<file path="config.mk">
export PLATFORM = sky130hd
export DESIGN_NAME = gf180mcu_fd_sc_mcu7t5v0__oai31_bist
export DESIGN_NICKNAME = d
export VERILOG_FILES = /design/src/rtl/gf180mcu_fd_sc_mcu7t5v0__oai31_bist.sv
export SDC_FILE = /design/constraint.sdc
export NUM_CORES = 1
export LEC_CHECK = 0
export CORE_AREA = 2 2 52 54
export CTS_BUF_LIST = sky130_fd_sc_hd__clkbuf_8
export CTS_CLUSTER_SIZE = 40
export DETAILED_ROUTE_END_ITERATION = 6
export DIE_AREA = 0 0 54 56
export PLACE_DENSITY = 0.82
export RECOVER_POWER = 100
export SLEW_MARGIN = 40
export SYNTH_ARGS = -nofsm -noshare
export SYNTH_HDL_FRONTEND = slang
export SYNTH_SLANG_ARGS = --single-unit
</file>
<file path="constraint.sdc">
create_clock -name CLK -period 3.45 [get_ports CLK]
set_input_delay 0.69 -clock CLK [delete_from_list [all_inputs] [get_ports CLK]]
set_output_delay 0.69 -clock CLK [all_outputs]
set_load 0.02 [all_outputs]
</file>
<file path="src/rtl/gf180mcu_fd_sc_mcu7t5v0__oai31_bist.sv">
// Self-test sequencer for one oai31 cell: drives all 16 input vectors, checks ZN, and reports pass/fail, fail count and first failing vector.
// Latency: each vector is held SETTLE_CYCLES+1 cycles; DONE rises one cycle after the last check, once FAIL_CNT is final.
// Backpressure: none. START is a one-cycle pulse and is ignored while BUSY=1. Optional arc coverage: GF180MCU_FD_SC_MCU7T5V0__OAI31_BIST_ARC_COVER_EN.
module gf180mcu_fd_sc_mcu7t5v0__oai31_bist #(
  parameter int unsigned SETTLE_CYCLES = 2,
  parameter int unsigned FAIL_CNT_W    = 5
) (
`ifdef USE_POWER_PINS
  inout  wire                   VDD,
  inout  wire                   VSS,
`endif
  input  logic                  CLK,
  input  logic                  RST,
  input  logic                  START,
  input  logic                  ZN,
  output logic                  A1,
  output logic                  A2,
  output logic                  A3,
  output logic                  B,
  output logic                  BUSY,
  output logic                  DONE,
  output logic                  PASS,
`ifdef GF180MCU_FD_SC_MCU7T5V0__OAI31_BIST_ARC_COVER_EN
  output logic [7:0]            ARC_MASK,
`endif
  output logic [FAIL_CNT_W-1:0] FAIL_CNT,
  output logic [3:0]            FIRST_FAIL
);

  typedef enum logic [1:0] {
    S_IDLE  = 2'd0,
    S_DRIVE = 2'd1,
    S_CHECK = 2'd2,
    S_DONE  = 2'd3
  } state_t;

  localparam logic [3:0]            SETTLE_LAST = 4'(SETTLE_CYCLES - 1);
  localparam logic [FAIL_CNT_W-1:0] FAIL_MAX    = '1;
  localparam logic [FAIL_CNT_W-1:0] FAIL_ONE    = FAIL_CNT_W'(1);

  state_t                  state_q, state_d;
  logic [3:0]              idx_q, idx_d;
  logic [3:0]              settle_q, settle_d;
  logic [3:0]              vec_q, vec_d;
  logic                    busy_q, busy_d;
  logic                    done_q, done_d;
  logic                    pass_q, pass_d;
  logic [FAIL_CNT_W-1:0]   fail_cnt_q, fail_cnt_d;
  logic [3:0]              first_fail_q, first_fail_d;
`ifdef GF180MCU_FD_SC_MCU7T5V0__OAI31_BIST_ARC_COVER_EN
  logic [7:0]              arc_q, arc_d;
  logic                    zn_prev_q, zn_prev_d;
`endif

  logic exp_zn;
  logic mismatch;

  // Expected cell response for the vector currently on the pins; case compare so X/Z on ZN fails.
  always_comb begin
    exp_zn   = ~((vec_q[3] | vec_q[2] | vec_q[1]) & vec_q[0]);
    mismatch = (ZN !== exp_zn);
  end

  // Next-state logic for the sequencer and all registered outputs.
  always_comb begin
    state_d      = state_q;
    idx_d        = idx_q;
    settle_d     = settle_q;
    vec_d        = vec_q;
    busy_d       = busy_q;
    done_d       = done_q;
    pass_d       = pass_q;
    fail_cnt_d   = fail_cnt_q;
    first_fail_d = first_fail_q;
`ifdef GF180MCU_FD_SC_MCU7T5V0__OAI31_BIST_ARC_COVER_EN
    arc_d        = arc_q;
    zn_prev_d    = zn_prev_q;
`endif
    unique case (state_q)
      S_IDLE, S_DONE: begin
        if (busy_q) begin
          // Final cycle after the last check: publish verdict from the settled count.
          busy_d = 1'b0;
          done_d = 1'b1;
          pass_d = (fail_cnt_q == '0);
        end else if (START) begin
          state_d      = S_DRIVE;
          idx_d        = 4'd0;
          settle_d     = 4'd0;
          vec_d        = 4'd0;
          busy_d       = 1'b1;
          done_d       = 1'b0;
          pass_d       = 1'b0;
          fail_cnt_d   = '0;
          first_fail_d = 4'd0;
`ifdef GF180MCU_FD_SC_MCU7T5V0__OAI31_BIST_ARC_COVER_EN
          arc_d        = 8'd0;
`endif
        end
      end
      S_DRIVE: begin
        if (settle_q == SETTLE_LAST) begin
          settle_d = 4'd0;
          state_d  = S_CHECK;
        end else begin
          settle_d = settle_q + 4'd1;
        end
      end
      S_CHECK: begin
        if (mismatch) begin
          if (fail_cnt_q == '0) first_fail_d = idx_q;
          if (fail_cnt_q != FAIL_MAX) fail_cnt_d = fail_cnt_q + FAIL_ONE;
        end
`ifdef GF180MCU_FD_SC_MCU7T5V0__OAI31_BIST_ARC_COVER_EN
        // Even vector: remember ZN; odd vector: only B flipped, so a ZN change marks the arc.
        if (!idx_q[0]) zn_prev_d = ZN;
        else if (ZN !== zn_prev_q) arc_d[idx_q[3:1]] = 1'b1;
`endif
        if (idx_q == 4'd15) begin
          state_d = S_DONE;
          vec_d   = 4'd0;
        end else begin
          idx_d   = idx_q + 4'd1;
          vec_d   = idx_q + 4'd1;
          state_d = S_DRIVE;
        end
      end
      default: state_d = S_IDLE;
    endcase
  end

  // State and output registers; synchronous reset overrides everything.
  always_ff @(posedge CLK) begin
    if (RST) begin
      state_q      <= S_IDLE;
      idx_q        <= 4'd0;
      settle_q     <= 4'd0;
      vec_q        <= 4'd0;
      busy_q       <= 1'b0;
      done_q       <= 1'b0;
      pass_q       <= 1'b0;
      fail_cnt_q   <= '0;
      first_fail_q <= 4'd0;
`ifdef GF180MCU_FD_SC_MCU7T5V0__OAI31_BIST_ARC_COVER_EN
      arc_q        <= 8'd0;
      zn_prev_q    <= 1'b0;
`endif
    end else begin
      state_q      <= state_d;
      idx_q        <= idx_d;
      settle_q     <= settle_d;
      vec_q        <= vec_d;
      busy_q       <= busy_d;
      done_q       <= done_d;
      pass_q       <= pass_d;
      fail_cnt_q   <= fail_cnt_d;
      first_fail_q <= first_fail_d;
`ifdef GF180MCU_FD_SC_MCU7T5V0__OAI31_BIST_ARC_COVER_EN
      arc_q        <= arc_d;
      zn_prev_q    <= zn_prev_d;
`endif
    end
  end

  assign A1         = vec_q[3];
  assign A2         = vec_q[2];
  assign A3         = vec_q[1];
  assign B          = vec_q[0];
  assign BUSY       = busy_q;
  assign DONE       = done_q;
  assign PASS       = pass_q;
  assign FAIL_CNT   = fail_cnt_q;
  assign FIRST_FAIL = first_fail_q;
`ifdef GF180MCU_FD_SC_MCU7T5V0__OAI31_BIST_ARC_COVER_EN
  assign ARC_MASK   = arc_q;
`endif

endmodule

</file>
-- Word-level counts from Yosys, hierarchy flattened
Cells that the tools add are included.
- bits in registers: 26
- bits in latches: 0
- bits in writable memories: 0
- memory bits (read-only): 0
- bits of input ports: 4
- output and inout port bits: 16
- word-level logic and storage cells: 69
- memories: 0
- add/subtract/negate cells: 3
- $mul: 0
- div/mod/pow operators: 0
- magnitude comparators: 0
- eq/ne operators: 14
- shift-type cells: 0
- mux-type cells: 26
- bitwise operators: 4
- reduce and logical (&&, ||, !) cells: 13
- operator list (kind ; count):
    $pmux W4 S2 ; 4
    $mux W4 ; 7
    $mux W5 ; 4
    $ne A2 B2 Y1 const B ; 7
    $pmux W5 S2 ; 1
    $reduce_and A5 Y1 ; 2
    $reduce_and A3 Y1 ; 3
    $add A4 B1 Y4 const B ; 2
    $mux W2 ; 4
    $pmux W2 S3 ; 1
    $reduce_bool A2 Y1 ; 3
    $add A5 B1 Y5 const B ; 1
    $logic_not A5 Y1 ; 1
    $mux W1 ; 5
    $ne A5 B5 Y1 const B ; 1
    $eq A2 B2 Y1 const B ; 2
    $eq A4 B1 Y1 const B ; 1
    $eq A4 B4 Y1 const B ; 1
    $reduce_and A4 Y1 ; 1
    $eq A2 B1 Y1 const B ; 1
    $logic_not A2 Y1 ; 1
    $or A1 B1 Y1 ; 2
    $reduce_and A2 Y1 ; 1
    $reduce_or A2 Y1 ; 1
    3 further kinds ; 3

-- Depth between registers and ports, before layout
Gate-level depths: netlist (run 1).
- depth after elaboration: 7
- depth in mapped cells: 7
- mapped depth without buffers: 6

-- Least setup slack after synthesis (run 1)
Ideal clock, no wire load.
- path kind: register -> register
- start point: reg fail_cnt_q[0], in the netlist FAIL_CNT[0]
- end point: reg fail_cnt_q[1], in the netlist FAIL_CNT[1]
- setup time: 115 ps
- arrival: 1762 ps
- data required time: 3335 ps
- slack: 1573 ps
- cell stages (with the launch flop): 7
- buffers on the path: 0
- clock period less this slack: 1877 ps
- path through: dfxtp_1 ha_1 and3_2 ha_1 a2111oi_4 o21ai_2 a31o_1
- longest elaborated chain between the ends: 4
- elaborated cells on any way between the ends: 7
- classes of those cells: 1 x add/sub; 2 x eq/ne; 3 x mux; 1 x reduce/logical
- RTL lines (what ; RTL line ; text):
    start, declared ; 48 ; logic [FAIL_CNT_W-1:0] fail_cnt_q, fail_cnt_d;
    start signal, assigned ; 156 ; fail_cnt_q <= fail_cnt_d;
    $add A5 B1 Y5 ; 112 ; if (fail_cnt_q != FAIL_MAX) fail_cnt_d = fail_cnt_q + FAIL_ONE;
    $mux W5 ; 112 ;
    $mux W5 ; 110 ; if (mismatch) begin
    $pmux W5 S2 ; 79 ; unique case (state_q)
Parallel ways exist; a longest one is shown, timed or not. The select of a mux whose other input is x is not followed.
A chain may end at the register's enable or synchronous reset.

-- Worst setup path after layout (run 1)
- start point: reg state_q[0]
- end point: reg fail_cnt_q[1], in the netlist FAIL_CNT[1]
- longest elaborated chain between the ends: 4
- elaborated cells on any way between the ends: 11
- classes of those cells: 6 x eq/ne; 1 x mux; 4 x reduce/logical
- RTL lines (what ; RTL line ; text):
    start, declared ; 41 ; state_t state_q, state_d;
    start signal, assigned ; 149 ; state_q <= state_d;
    $eq A2 B2 Y1 / $logic_not A2 Y1 (equally long branches) ; 79 ;
    $reduce_or A2 Y1 ; 79 ;
    $ne A2 B2 Y1 (no source line) / $reduce_bool A2 Y1 (equally long branches) ; - ;
    $reduce_and A5 Y1 (no source line) ; - ;
Parallel ways exist; a longest one is shown, timed or not.

==> results_dict.tcl, run 1 <==
set metrics [dict create \
    synth_cell_types 39 \
    fin_worst_skew_ns 0.00679 \
    drt_iter0_drc 25 \
    rows 18 \
    yosys-top-cells-area "dfxtp_1, ha_1, nand2_1" \
    ios 20 \
    peakVddDrop_v 0.000404 \
    clkPwrFrac_pct 31.1 \
    critPathMaxFanout 15 \
    clock-sinks 26 \
    core-area_sq_um 2430 \
    grt_util_all_layers_pct 22.4 \
    syn_avg_cell_area_sq_um 8.80 \
    netlist_top_cells_count "dfxtp_1, nand2_1, a21oi_1" \
    fp.dieArea_sq_um 3020 \
    yosysTopAreaCell "dfxtp_1" \
    grt_pass1_vias 1227 \
    vias_per_cell 5.90 \
    ys_seq_area_share_pct 37.0 \
    synthToLayoutAreaGrowth_pct 19.7 \
    cts_tree "built" \
    fillers 204 \
    cts-root-buf "clkbuf_8" \
    synth_edf_count 0 \
    drc_errors 0 \
    path_class "reg2reg" \
    fmax_mhz 389 \
    multi_input_area_sq_um 828 \
    drt-total-wl_mm 3.03 \
    fin_setup_tns_ns 0 \
    seq_power_share_pct 42.0 \
    synth-warning-count 0 \
    hold_buffers 0 \
    leakage_nw 0.667 \
    die_y_um 56 \
    finalHoldViolCount 0 \
    end_kind "register" \
    worstSetupStartpointType "register" \
    clk_pin_slew_ns 0.09 \
    synth_flop_cell "dfxtp_1" \
    async_reset_ff_share_pct 0 \
    rsz0062_at_grt "false" \
    finalCritPeriodShare_pct 74.4 \
    synth_nets 172 \
    crit_arrival_ns 2.73 \
    start_util_pct 57.9 \
    final_layout_size_suffix_gt1_share_pct 7.26 \
    hold_path.class "reg2reg" \
    comb_power_share_pct 26.9 \
    setup_viol 0 \
    worstPathCellList "inv_1, ha_1, inv_1, o21ai_0, o21ai_0, a31o_1" \
    clockBufferDepth 2 \
    synth_most_common_cell "dfxtp_1" \
    critical_path_required_ns 3.61 \
    gp_congestion 0.775 \
    htreeDepth 1 \
    p_sw_share_pct 31.5 \
    cts_setup_buffers 0 \
    power_switching_w 0.000257 \
    clkLatencyLatePin_ns 0.27 \
    port_buffers 19 \
    p_int_w 0.000558 \
    holdWs_ns 0.456 \
    final_max_slew_viol_count 0 \
    antenna_cells 0 \
    cts_resized 0 \
    seqCellArea_sq_um 520 \
    ant_nets 0 \
    synth_cells 160 \
    grt.overflow.total 0 \
    finalCriticalPeriod_ns 2.57 \
    cts_buffers 3 \
    antenna_found_initial 0 \
    wl_per_cell_um 14.5 \
    dp_hpwl_mm 2.21 \
    power.density_nw_per_um2 483 \
    layout.nets 192 \
    tightest_slew_ns 0.887 \
    slowest_delay_ns 0.72 \
    vias 1234 \
    yosys.area.top_type_share_pct 37.0 \
    maxCapViolCount 0 \
    status "finished, final reports clean" \
    first_pass_iters 4 \
    netlist_area_sq_um 1410 \
    slew_headroom_pct 40.3 \
    grt_max_degree 23 \
    grt_pass1_wl_mm 5.15 \
    slowest_stage "o21ai_0" \
    synth_seq_cells 26 \
    die_w_um 54 \
]
cells by family (layout without fill, tap and decap cells):
group | after synthesis | count (layout) | synth area share, %
AOI/OAI and AO/OA | 42 | 42 | 22.2
xor gates and xnor gates | 4 | 4 | 2.49
adders and majority gates | 8 | 8 | 7.11
buffers and inverters | 13 | 32 | 3.64
DFF | 26 | 26 | 37.0
and+or+nand+nor | 67 | 67 | 27.6
worst max-delay path: cells and delay by family (launching register included):
kind                       cells  cell delay, ns
AOI/OAI and AO/OA              3            1.42
buffers and inverters          2            0.21
DFF                            1            0.34
adders and majority gates      1            0.48
per-stage QoR:
step	total power (W)	utilization (%)	instance area, sq um	setup WS (ns)	std cells
final	0.000815	69.3	1690	0.882	209
after global routing	0.000860	69.3	1690	0.723	209
after CTS	0.000824	69.6	1690	1.23	209
after detailed placement	0.000574	66.7	1620	0.992	205
after global placement	0.000560	66.7	1620	1.03	205
after floorplan	0.000514	-	1410	1.57	160
layout make-up:
| class | instances | share of cell area, % |
|---|---|---|
| multi-input cells | 121 | 49.1 |
| flip-flops and latches | 26 | 30.9 |
| repair buffers | 20 | 11.7 |
| clock buffers | 3 | 2.45 |
| well taps | 30 | 2.23 |
| clock inverters | 1 | 1.78 |
| inverters | 8 | 1.78 |
power groups by stage:
stage                     Combinational (W)  Clock [W]  Sequential [W]
after floorplan                    0.000160          0        0.000354
after global placement             0.000214          0        0.000346
after detailed placement           0.000226          0        0.000349
after CTS                          0.000228   0.000255        0.000342
after global routing               0.000246   0.000269        0.000344
final                              0.000219   0.000253        0.000342
cells in the final DEF (no fill, tap or decap), types with 2 or more instances in the layout:
master | synthesis | final
a31oi_1 | 6 | 6
nand2b_1 | 2 | 2
xnor2_1 | 3 | 3
a2111oi_4 | 2 | 2
ha_1 | 8 | 8
and3_2 | 2 | 2
nand4_1 | 5 | 5
nor2_1 | 12 | 12
clkdlybuf4s50_1 | 0 | 2
nand3b_1 | 6 | 6
a21oi_1 | 15 | 15
nor2b_1 | 3 | 3
nand4b_1 | 2 | 2
inv_1 | 8 | 8
nand2_1 | 22 | 22
a31o_1 | 2 | 2
a211oi_1 | 2 | 2
o21ai_0 | 3 | 5
and4_1 | 2 | 2
dfxtp_1 | 26 | 26
nand3_1 | 4 | 4
dlygate4sd3_1 | 0 | 17
a21o_1 | 4 | 4
clkbuf_8 | 0 | 3
state kept, by name, summed over array words and instances, names as in the netlist:
name / cells
FAIL_CNT: 5
FIRST_FAIL: 4
idx_q: 4
settle_q: 4
vec_q: 4
state_q: 2
BUSY: 1
DONE: 1
PASS: 1
final timing paths:
| check | from | to | slack (ns) | cells past startpoint |
|---|---|---|---|---|
| max | state_q[0]$_SDFFE_PP0P_ | FAIL_CNT[1]$_SDFFE_PP0P_ | 0.88 | 6 |
| min | DONE$_SDFFE_PP0P_ | DONE$_SDFFE_PP0P_ | 0.46 | 2 |
| max reg2reg | state_q[0]$_SDFFE_PP0P_ | FAIL_CNT[1]$_SDFFE_PP0P_ | 0.88 | 6 |
| min reg2reg | DONE$_SDFFE_PP0P_ | DONE$_SDFFE_PP0P_ | 0.46 | 2 |
layer usage:
metal / track usage [%] / part of all wire, %
met1: 26.0 / 43
met2: 38.5 / 51
met3: 4.57 / 4.0
met4: 9.29 / 2.2
met5: 0 / 0
Power figures use the tool's default switching activity.
==> run 2: changes to the inputs <==
--- a/config.mk
+++ b/config.mk
@@ -5,12 +5,12 @@
 export SDC_FILE = /design/constraint.sdc
 export NUM_CORES = 1
 export LEC_CHECK = 0
-export CORE_AREA = 2 2 52 54
+export CORE_AREA = 2 2 54 56
 export CTS_BUF_LIST = sky130_fd_sc_hd__clkbuf_8
 export CTS_CLUSTER_SIZE = 40
 export DETAILED_ROUTE_END_ITERATION = 6
-export DIE_AREA = 0 0 54 56
-export PLACE_DENSITY = 0.82
+export DIE_AREA = 0 0 56 58
+export PLACE_DENSITY = 0.77
 export RECOVER_POWER = 100
 export SLEW_MARGIN = 40
 export SYNTH_ARGS = -nofsm -noshare
==> constraint.sdc (replaced) <==
create_clock -name CLK -period 2.5 [get_ports CLK]
set_input_delay 0.5 -clock CLK [delete_from_list [all_inputs] [get_ports CLK]]
set_output_delay 0.5 -clock CLK [all_outputs]
set_load 0.02 [all_outputs]
==> run 2 against run 1 <==
Net effect: combinational power up 42%; utilization down 5.9 points; via count up 1.6%; first-iteration DRC count up 76%; setup slack worse by 0.45 ns; sequential share of layout area down 0.069 points; clock power up 8.7%; final cell count up 1.9%; global-route usage down 1.6 points.
==> results_dict.tcl, run 2 (synthesis results as in run 1) <==
set metrics [dict create \
    core-area_sq_um 2660 \
    cts_tree "built" \
    worstPathCellList "inv_1, ha_1, nand3b_1, clkbuf_1, o21ai_1, o21ai_2, a31o_1" \
    fillers 238 \
    r2r_cells 7 \
    cts_setup_buffers 0 \
    synthToLayoutAreaGrowth_pct 20.0 \
    critical_path_required_ns 2.68 \
    die_y_um 58 \
    power.density_nw_per_um2 626 \
    crit_end "FAIL_CNT[1]$_SDFFE_PP0P_" \
    route.met2.wl_mm 1.59 \
    tightest_slew_ns 0.616 \
    first_pass_iters 4 \
    clock-sinks 26 \
    port_buffers 19 \
    final_max_slew_viol_count 0 \
    htreeDepth 1 \
    crit_arrival_ns 2.24 \
    grt.overflow.total 0 \
    r2r_start "state_q[0]$_SDFFE_PP0P_" \
    finalHoldViolCount 0 \
    rows 19 \
    cts_resized 0 \
    grt_util_all_layers_pct 20.8 \
    clkLatencyLatePin_ns 0.27 \
    antenna_cells 0 \
    grt_pass1_vias 1185 \
    drt_iter0_drc 44 \
    hold_path.class "reg2reg" \
    end_kind "register" \
    leakage_nw 0.668 \
    clk_pin_slew_ns 0.09 \
    finalCritPeriodShare_pct 82.7 \
    met3WireLength_um 81 \
    fp.dieArea_sq_um 3250 \
    wl_met1_mm 1.35 \
    min_from "DONE$_SDFFE_PP0P_" \
    ios 20 \
    hold_buffers 0 \
    wl_per_cell_um 14.4 \
    final_layout_size_suffix_gt1_share_pct 8.24 \
    fin_worst_skew_ns 0.00127 \
    critPathMaxFanout 13 \
    peakVddDrop_v 0.000458 \
    vias 1254 \
    multi_input_area_sq_um 832 \
    cts_buffers 3 \
    final_cell_mix "dfxtp_1, nand2_1, dlygate4sd3_1" \
    path_delay_family "compound AO/OA/AOI/OAI gates" \
    topRoutingLayerUsed "met4" \
    worstSetupStartpoint "state_q[0]$_SDFFE_PP0P_" \
    grt_max_degree 16 \
    gp_congestion 0.707 \
    vias_per_cell 5.89 \
    final_common_cell "dfxtp_1" \
    finalCriticalPeriod_ns 2.07 \
    start_util_pct 52.9 \
    clockBufferDepth 2 \
    path_depth 7 \
    ff2ff_setup_slack_ns 0.43 \
    ant_nets 0 \
    path_class "reg2reg" \
    grt_pass1_wl_mm 5.24 \
    slowest_delay_ns 0.49 \
    pre_cts_ws_ns 0.240 \
    largest_register_ffs 5 \
    reg2reg_to "FAIL_CNT[1]$_SDFFE_PP0P_" \
    slew_headroom_pct 58.7 \
    cts-root-buf "clkbuf_8" \
    fmax_mhz 484 \
    fin_setup_tns_ns 0 \
    die_w_um 56 \
    layout.nets 195 \
    worstSetupStartpointType "register" \
    slowest_stage "ha_1" \
    drt-total-wl_mm 3.08 \
    setup_viol 0 \
    antenna_found_initial 0 \
    dp_hpwl_mm 2.33 \
    maxCapViolCount 0 \
    worst-path-buf-inv 2 \
    seqCellArea_sq_um 520 \
    worst_slack_ns 0.433 \
    status "finished, final reports clean" \
    rsz0062_at_grt "false" \
    drc_errors 0 \
]
## run 2: cell types whose count changed in the layout (fill, tap and decap cells not counted), sizes merged
cell / delta
buf: +1
bufinv: -1
clkbuf: +3
clkdlybuf4s50: +1
dlygate4sd3: -1
## run 2: cell type report
type                    count  share of cell area [%]
clock buffers               4                    3.26
inverters                   8                    1.78
multi-input cells         121                    49.3
flip-flops and latches     26                    30.8
well taps                  31                    2.30
repair buffers             23                    12.6
## run 2: metal layers
metal	up-vias	global-route usage (%)
met5	-	0
met4	0	9.18
met3	5	3.35
met2	20	38.2
met1	606	24.0
li1	623	-
## run 2: worst register-to-register path, delay by kind of cell, from the launching register on
| family | cells | cell delay (ns) |
|---|---|---|
| AO/OA/AOI/OAI | 3 | 0.75 |
| adder cells (fa/ha/maj) | 1 | 0.49 |
| AND/OR/NAND/NOR | 1 | 0.16 |
| flip-flops | 1 | 0.34 |
| buffers and inverters | 2 | 0.22 |
## run 2: stage by stage
step / power (W) / hold slack [ns] / instances / utilization (%) / instance area, sq um
floorplan: 0.000709 / 0.474 / 160 / - / 1410
global placement: 0.000788 / 0.443 / 209 / 61.8 / 1650
detailed placement: 0.000803 / 0.453 / 209 / 61.8 / 1650
CTS: 0.00108 / 0.466 / 213 / 63.9 / 1700
global route: 0.00112 / 0.503 / 213 / 63.4 / 1690
finish: 0.00106 / 0.467 / 213 / 63.4 / 1690
## run 2: how the worst min path moves through the flow
| stage | end | depth (start not counted) | slack [ns] |
|---|---|---|---|
| after floorplan | idx_q[1]$_SDFFE_PP0P_ | 2 | 0.47 |
| after global placement | DONE$_SDFFE_PP0P_ | 2 | 0.44 |
| after detailed placement | DONE$_SDFFE_PP0P_ | 2 | 0.45 |
| after CTS | DONE$_SDFFE_PP0P_ | 2 | 0.47 |
| after global routing | DONE$_SDFFE_PP0P_ | 2 | 0.50 |
| final | DONE$_SDFFE_PP0P_ | 2 | 0.47 |
## run 2: where the power goes
group | total, W | internal (W) | switching (W)
combinational | 0.000311 | 0.000121 | 0.000190
sequential | 0.000472 | 0.000444 | 0.0000274
clock | 0.000275 | 0.000141 | 0.000134
total | 0.00106 | 0.000706 | 0.000351
==> run 3: changes to the inputs <==
==> constraint.sdc (replaced) <==
create_clock -name CLK -period 2 [get_ports CLK]
set_input_delay 0.4 -clock CLK [delete_from_list [all_inputs] [get_ports CLK]]
set_output_delay 0.4 -clock CLK [all_outputs]
set_load 0.02 [all_outputs]
==> run 3 against run 2 <==
Net effect: critical path depth is the same; maximum frequency grew 10%; first-iteration DRC count grew 20%; final area grew 3.7%; final cell count grew 2.3%; highest routed layer unchanged; setup slack lost 0.31 ns; sequential share of layout area shrank 0.96 points; routed wire length shrank 1.4%; combinational power grew 31%; register-to-register slack lost 0.31 ns; critical path type unchanged.
==> results_dict.tcl, run 3 (synthesis results as in run 1) <==
set metrics [dict create \
    end_kind "register" \
    ios 20 \
    wl_per_cell_um 13.9 \
    grt_max_degree 16 \
    ff2ff_setup_slack_ns 0.12 \
    antenna_cells 0 \
    power.density_nw_per_um2 819 \
    critical_path_required_ns 2.16 \
    synthToLayoutAreaGrowth_pct 24.4 \
    slowest_stage "dfxtp_2" \
    path_delay_family "compound AO/OA/AOI/OAI gates" \
    dp_hpwl_mm 2.23 \
    grt_pass1_wl_mm 5.24 \
    port_buffers 19 \
    drt_iter0_drc 53 \
    worst_slack_ns 0.123 \
    drc_errors 0 \
    maxCapViolCount 0 \
    grt_util_all_layers_pct 20.1 \
    rsz0062_at_grt "false" \
    clk_pin_slew_ns 0.09 \
    clkLatencyLatePin_ns 0.27 \
    hold_end "DONE$_SDFFE_PP0P_" \
    slew_headroom_pct 73.7 \
    finalCriticalPeriod_ns 1.88 \
    peakVddDrop_v 0.000760 \
    r2r_cells 7 \
    layout.nets 200 \
    worstSetupStartpointType "register" \
    clock-sinks 26 \
    core-area_sq_um 2660 \
    rows 19 \
    start_util_pct 52.9 \
    vias_per_cell 5.78 \
    worstPathCellList "ha_1, and3_2, ha_1, a2111oi_4, buf_4, o21ai_2, a31o_1" \
    antenna_found_initial 0 \
    gp_congestion 0.793 \
    reg2reg_to "FAIL_CNT[1]$_SDFFE_PP0P_" \
    cts_buffers 3 \
    largest_register_ffs 5 \
    worst-path-buf-inv 1 \
    min_from "DONE$_SDFFE_PP0P_" \
    setup_viol 0 \
    die_w_um 56 \
    placed_area_sq_um 1680 \
    grt.overflow.total 0 \
    crit_top_cell "ha_1" \
    clockBufferDepth 2 \
    fmax_mhz 533 \
    hold_path.class "reg2reg" \
    pre_cts_ws_ns -0.0731 \
    grt_pass1_vias 1237 \
    ant_nets 0 \
    cts_setup_buffers 0 \
    first_pass_iters 4 \
    status "finished, final reports clean" \
    cts_tree "built" \
    fin_area_sq_um 1750 \
    r2r_start "FAIL_CNT[0]$_SDFFE_PP0P_" \
    hold_depth 2 \
    crit_arrival_ns 2.04 \
    cts-root-buf "clkbuf_8" \
    leakage_nw 0.709 \
    die_y_um 58 \
    critPathMaxFanout 8 \
    vias 1259 \
    fp.dieArea_sq_um 3250 \
    power.total_w 0.00143 \
    slowest_delay_ns 0.35 \
    final_common_cell "dfxtp_1" \
    path_class "reg2reg" \
    final_cell_mix "dfxtp_1, nand2_1, dlygate4sd3_1" \
    tightest_slew_ns 0.395 \
    finalCritPeriodShare_pct 93.9 \
    fin_worst_skew_ns 0.00722 \
    htreeDepth 1 \
    drt-total-wl_mm 3.03 \
    final_max_slew_viol_count 0 \
    final_layout_size_suffix_gt1_share_pct 13.4 \
    finalHoldViolCount 0 \
]
-- run 3: changes by cell type in the layout (fill, tap and decap cells not counted) --
cell       delta
clkbuf_1      -2
dfxtp_1       -2
buf_4         +5
dfxtp_2       +2
clkbuf_8      -1
o21ai_1       -1
clkbuf_2      +2
o21ai_2       +1
bufinv_16     +1
-- run 3: worst reg2reg max path: stages (launching register included) --
cell and delay (ns):
dfxtp_2 0.35, ha_1 0.22, and3_2 0.22, ha_1 0.21
a2111oi_4 0.26, buf_4 0.20, o21ai_2 0.08, a31o_1 0.23
-- run 3: what timing repair did --
item,CTS,global route
endpoints found under the hold margin,0,0
gates resized for setup,0,2
setup endpoints to repair,0,4
hold buffers,0,0
-- run 3: metrics by stage --
step / TNS [ns] / hold slack (ns) / instances / util [%]
CTS: 0 / 0.464 / 218 / 65.9
global route: 0 / 0.483 / 218 / 65.8
floorplan: 0 / 0.474 / 160 / -
finish: 0 / 0.457 / 218 / 65.8
global placement: -0.0593 / 0.441 / 214 / 63.2
detailed placement: -0.235 / 0.451 / 214 / 63.2
-- run 3: area by class of cell --
class,instances,area [sq um]
Clock buffer,3,41.3
Clock inverter,1,30.0
Fill cell,235,911
Inverter,8,30.0
Multi-Input combinational cell,121,836
Sequential cell,26,523
Tap cell,31,38.8
Timing Repair Buffer,28,253
-- run 3: power breakdown --
group / total (W) / switching (W) / internal (W) / leakage [nW]
Combinational: 0.000406 / 0.000241 / 0.000165 / 0.461
Sequential: 0.000589 / 0.0000337 / 0.000555 / 0.211
Clock: 0.000439 / 0.000172 / 0.000268 / 0.0357
-- run 3: how the worst max path moves through the flow --
stage	start	end	slack (ns)	cells after the start
2_1_floorplan	FAIL_CNT[0]$_SDFFE_PP0P_	FAIL_CNT[1]$_SDFFE_PP0P_	0.12	6
3_3_place_gp	ZN	FAIL_CNT[4]$_SDFFE_PP0P_	-0.02	6
3_5_place_dp	ZN	FAIL_CNT[4]$_SDFFE_PP0P_	-0.07	6
4_1_cts	FAIL_CNT[0]$_SDFFE_PP0P_	FAIL_CNT[1]$_SDFFE_PP0P_	0.1	7
5_1_grt	FAIL_CNT[0]$_SDFFE_PP0P_	FAIL_CNT[1]$_SDFFE_PP0P_	0.01	7
6_report	FAIL_CNT[0]$_SDFFE_PP0P_	FAIL_CNT[1]$_SDFFE_PP0P_	0.12	7
-- run 3: metal layers --
layer | track usage [%] | vias to the layer above | routed length, um
met3 | 2.23 | 2 | 109
met5 | 0 | - | 0
met2 | 36.6 | 32 | 1570
li1 | - | 638 | -
met4 | 9.18 | 0 | 15
met1 | 23.8 | 587 | 1340
